<file path="config.mk">
export PLATFORM = sky130hd
export DESIGN_NAME = win_tile_gen
export DESIGN_NICKNAME = d
export VERILOG_FILES = /design/src/rtl/win_tile_gen.sv
export SDC_FILE = /design/constraint.sdc
export NUM_CORES = 1
export LEC_CHECK = 0
export BUFFER_PORTS_ARGS = -buffer_cell sky130_fd_sc_hd__buf_2
export CORE_MARGIN = 10
export CORE_UTILIZATION = 55
export CTS_CLUSTER_DIAMETER = 200
export CTS_CLUSTER_SIZE = 28
export DETAILED_ROUTE_END_ITERATION = 12
export PLACE_DENSITY = 0.89
export REMOVE_ABC_BUFFERS = 1
export SYNTH_ARGS = -nofsm -noshare
export SYNTH_HDL_FRONTEND = slang
export SYNTH_SLANG_ARGS = --single-unit
</file>
<file path="constraint.sdc">
create_clock -name clk -period 3.7 [get_ports clk]
set_input_delay 0.74 -clock clk [delete_from_list [all_inputs] [get_ports clk]]
set_output_delay 0.74 -clock clk [all_outputs]
set_load 0.02 [all_outputs]
</file>
<file path="src/rtl/win_tile_gen.sv">
// win_tile_gen: slices a row of signed samples into overlapping 4-sample
// tiles (stride 2) for an F(2,3) Winograd core. Short or odd-length rows are
// completed with zero padding during a FLUSH phase that stalls the input.
//
// state    | meaning
// ---------|-------------------------------------------------------------
// S_FILL   | row start, cnt_q = k samples held (0..3), no tile yet
// S_STREAM | first tile emitted, cnt_q = pend samples since last tile (0..1)
// S_FLUSH  | row ended early, cnt_q = zero samples still to shift in
module win_tile_gen #(
  parameter int DW = 10
) (
  input  logic            clk,
  input  logic            rst,
  input  logic            in_valid,
  input  logic [DW-1:0]   in_data,
  input  logic            in_last,
  output logic            in_ready,
  output logic            out_valid,
  output logic [4*DW-1:0] out_tile,
  output logic            out_last
);

  typedef enum logic [1:0] {
    S_FILL   = 2'd0,
    S_STREAM = 2'd1,
    S_FLUSH  = 2'd2
  } state_t;

  state_t          state_q, state_d;
  logic [2:0]      cnt_q, cnt_d;
  logic [4*DW-1:0] win_q, win_d;
  logic [4*DW-1:0] tile_q, tile_d;
  logic            valid_q, valid_d;
  logic            last_q, last_d;

  logic            accept;
  logic [4*DW-1:0] win_in;
  logic [4*DW-1:0] win_zero;

  // Ready is withheld while padding so the next row cannot overlap the flush.
  assign in_ready = !rst && (state_q != S_FLUSH);
  assign accept   = in_valid && in_ready;
  assign win_in   = {win_q[3*DW-1:0], in_data};
  assign win_zero = {win_q[3*DW-1:0], {DW{1'b0}}};

  // Next-state, window shift and tile capture; the tile register only loads on emission.
  always_comb begin
    state_d = state_q;
    cnt_d   = cnt_q;
    win_d   = win_q;
    tile_d  = tile_q;
    valid_d = 1'b0;
    last_d  = 1'b0;
    case (state_q)
      S_FILL: begin
        if (accept) begin
          win_d = win_in;
          if (cnt_q == 3'd3) begin
            tile_d  = win_in;
            valid_d = 1'b1;
            cnt_d   = 3'd0;
            if (in_last) begin
              last_d  = 1'b1;
              win_d   = '0;
              state_d = S_FILL;
            end else begin
              state_d = S_STREAM;
            end
          end else if (in_last) begin
            // k after this accept is cnt_q+1, so 4-k zeros remain.
            cnt_d   = 3'd3 - cnt_q;
            state_d = S_FLUSH;
          end else begin
            cnt_d = cnt_q + 3'd1;
          end
        end
      end
      S_STREAM: begin
        if (accept) begin
          win_d = win_in;
          if (cnt_q == 3'd1) begin
            tile_d  = win_in;
            valid_d = 1'b1;
            cnt_d   = 3'd0;
            if (in_last) begin
              last_d  = 1'b1;
              win_d   = '0;
              state_d = S_FILL;
            end
          end else if (in_last) begin
            cnt_d   = 3'd1;
            state_d = S_FLUSH;
          end else begin
            cnt_d = 3'd1;
          end
        end
      end
      S_FLUSH: begin
        win_d = win_zero;
        if (cnt_q == 3'd1) begin
          tile_d  = win_zero;
          valid_d = 1'b1;
          last_d  = 1'b1;
          win_d   = '0;
          cnt_d   = 3'd0;
          state_d = S_FILL;
        end else begin
          cnt_d = cnt_q - 3'd1;
        end
      end
      default: begin
        state_d = S_FILL;
        cnt_d   = 3'd0;
        win_d   = '0;
      end
    endcase
  end

  // State and registered outputs; reset drops any partial tile silently.
  always_ff @(posedge clk) begin
    if (rst) begin
      state_q <= S_FILL;
      cnt_q   <= 3'd0;
      win_q   <= '0;
      tile_q  <= '0;
      valid_q <= 1'b0;
      last_q  <= 1'b0;
    end else begin
      state_q <= state_d;
      cnt_q   <= cnt_d;
      win_q   <= win_d;
      tile_q  <= tile_d;
      valid_q <= valid_d;
      last_q  <= last_d;
    end
  end

  assign out_valid = valid_q;
  assign out_tile  = tile_q;
  assign out_last  = last_q;

endmodule

</file>
* Word-level counts from Yosys, hierarchy flattened *
Index checks and enable logic that the tools add are counted.

storage, ports and cells
  bits of input ports = 14
  output and inout bits = 43
  logic and storage cells = 68
  register bits after elaboration = 77

operators by class
  mux-type cells = 40
  add/subtract/negate cells = 3
  reductions and logical operators = 8
  eq/ne operators = 11

operators with widths
  kind                 count
  $mux 40              5
  $mux 30              6
  $pmux 40 s3          1
  $pmux 30 s3          1
  $mux 3               5
  $mux 2               7
  $ne 2x2->1 const B   6
  $mux 1               11
  $pmux 3 s3           1
  $pmux 1 s3           2
  $pmux 2 s3           1
  $reduce_and 6->1     1
  $reduce_and 4->1     1
  $add 3x1->3 const B  1
  $eq 3x1->1 const B   1
  $eq 3x2->1 const B   1
  $ne 3x3->1 const B   1
  $reduce_bool 3->1    1
  $sub 2x3->3 const A  1
  $sub 3x1->3 const B  1
  $eq 2x1->1 const B   1
  $eq 2x2->1 const B   1
  $logic_and 1x1->1    2
  $logic_not 2->1      1
  2 further kinds      2

* Longest topological paths before layout *
Gate-level depths: netlist of the first run.

  depth after elaboration = 5
  mapped depth = 7
  mapped depth without buffers = 6

* Worst setup path after synthesis of the first run *
Ideal clock, no wire load.

  path type = input -> output
  from = input port rst
  to = output port in_ready
  buffers on the path = 2
  arrival = 1.506 ns
  required time = 2.960 ns
  path slack = 1.454 ns
  stages on the path = 3
  path through = clkbuf_1 -> clkbuf_1 -> a21oi_1

on the way
  longest elaborated chain between the ends = 2

RTL lines
  element            RTL line  RTL
  from (decl)        14        input logic rst,
  $logic_not 1->1    42        assign in_ready = !rst && (state_q != S_FLUSH);
  $logic_and 1x1->1  42
  to (decl)          18        output logic in_ready,

No other way between the ends.

* Worst setup path after layout of the first run *
  from = register state_q[1]
  to = register win_q[10]

on the way
  longest elaborated chain between the ends = 5

RTL lines
  element                     RTL line  RTL
  from (decl)                 30        state_t state_q, state_d;
  from (signal assigned)      130       state_q <= state_d;
  $ne 2x2->1                  42
  $logic_and 1x1->1           42
  $logic_and 1x1->1           43        assign accept = in_valid && in_ready;
  $ne 2x2->1 (no line)        -
  $reduce_and 2->1 (no line)  -
  to (signal assigned)        132       win_q <= win_d;
  to (decl)                   32        logic [4*DW-1:0] win_q, win_d;

Parallel ways exist; a longest one is shown, timed or not.
A chain may end at the register's enable or synchronous reset.

==> results of run 1 <==
==> flip-flops by register name, summed over array words and instances, names as in the netlist <==
register,cells
out_tile,40
win_q,30
cnt_q,3
state_q,2
out_last,1
out_valid,1
==> power breakdown <==
part | switching [W] | internal, W | leakage (nW)
sequential | 0.0000368 | 0.000858 | 0.624
combinational | 0.000142 | 0.0000753 | 0.760
clock | 0.000298 | 0.000417 | 0.110
total | 0.000477 | 0.00135 | 1.49
==> worst max-delay path: cells and delay by family (launching register included) <==
family,cells,cell delay [ps]
compound gates,3,1400
simple gates,1,170
flops,1,950
==> cells by family after synthesis <==
group                      Yosys count  synth area share (%)
AOI/OAI and AO/OA                  146                  32.6
xor gates and xnor gates             1                 0.522
adders and majority gates            3                  1.20
buffers and inverters               57                  7.30
DFF                                 77                  49.4
and+or+nand+nor                     54                  8.95
==> synthesized netlist by cell type, drive strengths merged (3+ instances only) <==
library cell,n
ha,3
nand3,30
clkbuf,21
a21oi,59
a22o,32
nor2,7
a221oi,10
inv,25
o21ai,32
nand2,7
dfxtp,77
buf,11
==> metrics by stage <==
stage	total power (W)	worst slack (ps)	area (µm²)	utilization, %	std cells
global placement	0.00112	1160	3410	61.9	439
CTS	0.00183	1130	3630	66.0	455
global route	0.00189	913	3630	66.0	455
detailed placement	0.00113	1060	3410	61.9	439
floorplan	0.00104	839	2980	-	306
finish	0.00183	1110	3630	66.0	455
==> area by class of cell <==
type	count	area, µm²
clock buffers	13	159
flip-flops and latches	77	1540
multi-input cells	204	1360
inverters	25	93.8
well taps	72	90.1
clock inverters	3	67.6
fillers	429	1870
repair buffers	61	318
==> layer usage <==
metal	vias up	GRT usage [%]	share of wire (%)
met1	1285	20.7	43
met3	11	5.03	8.2
li1	1307	-	-
met5	-	0	0
met2	86	27.2	47
met4	0	6.73	1.4
==> final timing paths <==
kind,start,to,slack (ps),cells after the start
worst max-delay path,state_q[1],win_q[10],1110,4
worst min-delay path,out_tile[5],out_tile[5],470,2
worst min register to register,out_tile[5],out_tile[5],470,2
worst max register to register,state_q[1],win_q[10],1110,4
==> impl_results.md, run 1 <==
* Cts-stage hold buffer count at 0
* Vias in the first global route at 2,506
* Post-Synthesis Cells at 338
* 1st-iter DRT viols at 193
* Postcts setup bufs at 0
* Hold_ws at 465 ps
* Most frequent cells in the layout: 77 x dfxtp_1, 57 x a21oi_1, 56 x buf_2
* VDD IR max at roughly 270 µV
* Share of the synthesized area in the top cell type at 49.4%
* CTS root buffer: clkbuf_8
* Number of gates resized after cts at 0
* Crit share post-route at between 60 and 70%
* Status: completed
* Layout Nets at 395
* Syn Area/Cell at ~9.2 µm²
* DRT antenna net count at 0
* TritonRoute pass-1 iters at 4
* Leading area contributor after synthesis: dfxtp_1
* GR Overflow Total at 0
* Slowest CP cell: dfxtp_1
* Layout area overhead at 16.5%
* Hold Path Class: reg -> reg
* H-tree levels at 3
* Largest net degree at the start of global routing at 41
* Final setup vio count at 0
* Yosys warns at 0
* CP Capture Type: register
* Synth Register Bits at 77
* Count of different cell masters after synthesis at 36
* Max Freq at 387 MHz
* Setup TNS at 0 ps
* Die Width at 95.3 µm
* Total CTS buffers at 9
* RSZ-0062 raised after global routing: false
* Crit-path cells: nor2_1 -> a2111o_1 -> o22ai_2 -> a22o_1
* Tightest Pin Transition at 961 ps
* Crit path DAT at 2880 ps
* First-pass GRT wire length at about 12 mm
* GRT Total Usage at between 10% and 20%
* Reg clk slew, reported paths at 70 ps
* Layout cells sized above 1 at between 20 and 25%
* Routed via count at 2,689
* HPWL Detailed at 4.99 mm
* Post-synthesis sequential area ratio at between 40% and 50%
* Clock Latency Late Sink at between 300 and 400 ps
* Commonest non-fill, non-tap cell in the layout: dfxtp_1
* Die height at 95.3 µm
* Leakage at 1.49 nW
* DRC at 0
* Initial core utilization at 56.6%
* Detailed Route WL at 7.49 mm
* Synth Flop Type: dfxtp_1
* Final number of hold-violating endpoints at 0
* CP Launch Type: register
* Post-DR vias/cell at 5.91
* PortBufs at 56
* Core Box Area at approximately 0.0055 mm²
* TritonCTS Sinks at 77
* Crit Path Max Fanout at 27
* Die footprint at 0.00908 mm²
* Async SR Flop Fraction at 0%
* GP Congestion at roughly 0.84
* Placement Rows at 27
* Post-Syn Area at 0.00312 mm²
* I/O pin cnt at 57
* Skew final at 7.67 ps
* Per-cell routed wire length at 16.5 µm
* Max Cap Violations at 0
* Max clock buf depth at 2
* Number of synthesized flops with an enable pin at 0
* Diodes inserted at 0
* Fin crit period at ~2600 ps
* Worst path required time at 4000 ps
* Area contributors post-synth: dfxtp_1 49%, a21oi_1 9.3%, a22o_1 9.0%, o21ai_0 5.1%, nand3_1 4.8%
* Critical path class: reg -> reg
* Slew Limit Headroom at 35.8%
* CP peak stage delay at 950 ps
* Pwr Density at about 500 mW/mm²
* Final Max Tran Viols at 0
* Initial antenna violation count at 0
* CTS tree: yes
(Power assumes the default switching activity.)
==> run 2, diff against run 1 <==
Settings changed: ABC_AREA from default to 1, CORE_UTILIZATION 55 to 49, PLACE_DENSITY 0.89 to 0.85.
Clock period 3.7 ns to 2.21 ns, I/O delays scaled along.
==> impl_results.md, run 2 <==
* 1st-iter DRT viols at around 130
* Count of different cell masters after synthesis at 21
* Commonest non-fill, non-tap cell in the layout: nor2_1
* GP Congestion at between 0.9 and 1
* GRT Total Usage at 15.2%
* DRT antenna net count at 0
* Number of synthesized flops with an enable pin at 0
* Fin crit period at 1900 ps
* Layout cells sized above 1 at 17.9%
* Leakage at 1.50 nW
* Max Freq at 525 MHz
* RSZ-0062 raised after global routing: false
* VDD IR max at between 400 and 500 µV
* Pwr Density at 733 mW/mm²
* Max clock buf depth at 2
* Setup TNS at 0 ps
* GR Overflow Total at 0
* Vias in the first global route at approximately 2.7k
* Post-Synthesis Cells at 427
* HPWL Detailed at 5.17 mm
* Die height at ~99 µm
* Routed via count at approximately 2.8k
* CP Launch Type: register
* Layout Nets at 498
* I/O pin cnt at 57
* Clock Latency Late Sink at about 350 ps
* Detailed Route WL at about 7.4 mm
* Initial antenna violation count at 0
* Async SR Flop Fraction at 0%
* PortBufs at 56
* Slowest CP cell: dfxtp_1
* Crit-path cells: inv_1 -> ha_1 -> inv_1 -> nor2_1 -> nand3_1 -> nand2_1 -> nand2_2 -> inv_2 -> buf_4 -> nor2_1 -> nor2_1
* Yosys warns at 0
* Initial core utilization at 51.3%
* Max reg flops at 40
* Reg clk slew, reported paths at about 80 ps
* Synth Register Bits at 77
* Number of gates resized after cts at 0
* Max Cap Violations at 0
* Leading area contributor after synthesis: dfxtp_1
* Syn Area/Cell at 7.20 µm²
* TritonCTS Sinks at 77
* Cts-stage hold buffer count at 0
* Crit Path Max Fanout at 16
* Synth Flop Type: dfxtp_1
* Skew final at 5.96 ps
* Total CTS buffers at 9
* Critical path class: reg -> reg
* Status: completed
* Die Width at 99.2 µm
* CP peak stage delay at around 360 ps
* Hold Path Class: in -> reg
* Crit path DAT at 2190 ps
* Layout area overhead at 15.6%
* Most frequent cells in the layout: 97 x nor2_1, 89 x nand2_1, 77 x dfxtp_1
* CP Capture Type: register
* Postcts setup bufs at 0
* Largest net degree at the start of global routing at 38
* Tightest Pin Transition at 551 ps
* Placement Rows at 28
* Hold_ws at 352 ps
* Diodes inserted at 0
* First-pass GRT wire length at approximately 12 mm
* Crit share post-route at a little under nine tenths
* Final number of hold-violating endpoints at 0
* TritonRoute pass-1 iters at 5
* Commonest cells in the netlist: 97 x nor2_1, 89 x nand2_1, 77 x dfxtp_1
* CTS tree: yes
* Per-cell routed wire length at 13.1 µm
* Core Box Area at 0.00599 mm²
* Count leader, synth: nor2_1
* Most used cell, CP: nor2_1
* Die footprint at 0.00984 mm²
* Area contributors post-synth: dfxtp_1 50%, nor2_1 12%, nand2_1 11%, a21oi_1 7.5%, o21ai_0 5.0%
* Final Max Tran Viols at 0
* H-tree levels at 3
* DRC at 0
* Post-DR vias/cell at 5.00
* Worst path required time at roughly 2500 ps
* Post-Syn Area at 0.00307 mm²
* Slew Limit Headroom at 63.2%
* Post-synthesis sequential area ratio at around half
* CTS root buffer: clkbuf_8
* Final setup vio count at 0
* Share of the synthesized area in the top cell type at between 50% and 60%
run 2: cell count changes in the layout (fill, tap and decap cells not counted), sizes merged, moves of 7 or more:
cell | before | now
nand2 | 7 | 92
a21oi | 59 | 46
nand3 | 30 | 19
a221oi | 10 | 0
nor2 | 7 | 97
inv | 25 | 32
a22o | 32 | 0
run 2: worst paths after layout:
check,start,end,slack [ps],depth (start not counted)
worst min-delay path,in_data[3],out_tile[3],350,3
worst max register to register,cnt_q[1],out_tile[14],310,11
worst min register to register,win_q[26],win_q[26],460,2
worst max-delay path,cnt_q[1],out_tile[14],310,11
run 2: per-stage QoR:
stage,setup slack (ps),utilization (%),area [µm²],total power [W],std cells
floorplan,2.06,-,2950,0.00164,405
global placement,444,56.7,3400,0.00174,545
detailed placement,324,56.7,3400,0.00175,545
CTS,299,59.3,3550,0.00262,560
global route,126,59.3,3550,0.00273,560
finish,307,59.3,3550,0.00261,560
run 2: critical path: cells and delay by family, from the launching register on:
family	cells	cell delay [ps]
buffers and inverters	4	680
adders and majority gates	1	180
and+or+nand+nor	6	620
DFF	1	360
run 2: cell type report:
| type | instances | area, µm² |
|---|---|---|
| repair buffers | 65 | 348 |
| multi-input cells | 295 | 1290 |
| fillers | 548 | 2440 |
| inverters | 33 | 124 |
| clock inverters | 4 | 26.3 |
| well taps | 75 | 93.8 |
| flip-flops and latches | 77 | 1540 |
| clock buffers | 11 | 131 |
run 2: where the power goes:
group	switching (W)	internal [W]
Clock	0.000492	0.000400
Sequential	0.0000263	0.00142
Combinational	0.000180	0.0000841
Total	0.000698	0.00191
run 2: logic make-up after synthesis:
family / after synthesis / synth area share (%)
buffers and inverters: 55 / 8.10
adder cells (fa/ha/maj): 3 / 1.22
AND/OR/NAND/NOR: 212 / 27.3
XOR/XNOR: 1 / 0.285
AO/OA/AOI/OAI: 79 / 12.9
flip-flops: 77 / 50.1
run 2: metal layers:
layer  track usage, %  up-vias  wire length [µm]
li1                 -     1454                 -
met1             17.1     1252              3190
met2             25.8       84              3600
met3             3.94       11               415
met4             8.16        0               151
met5                0        -                 0
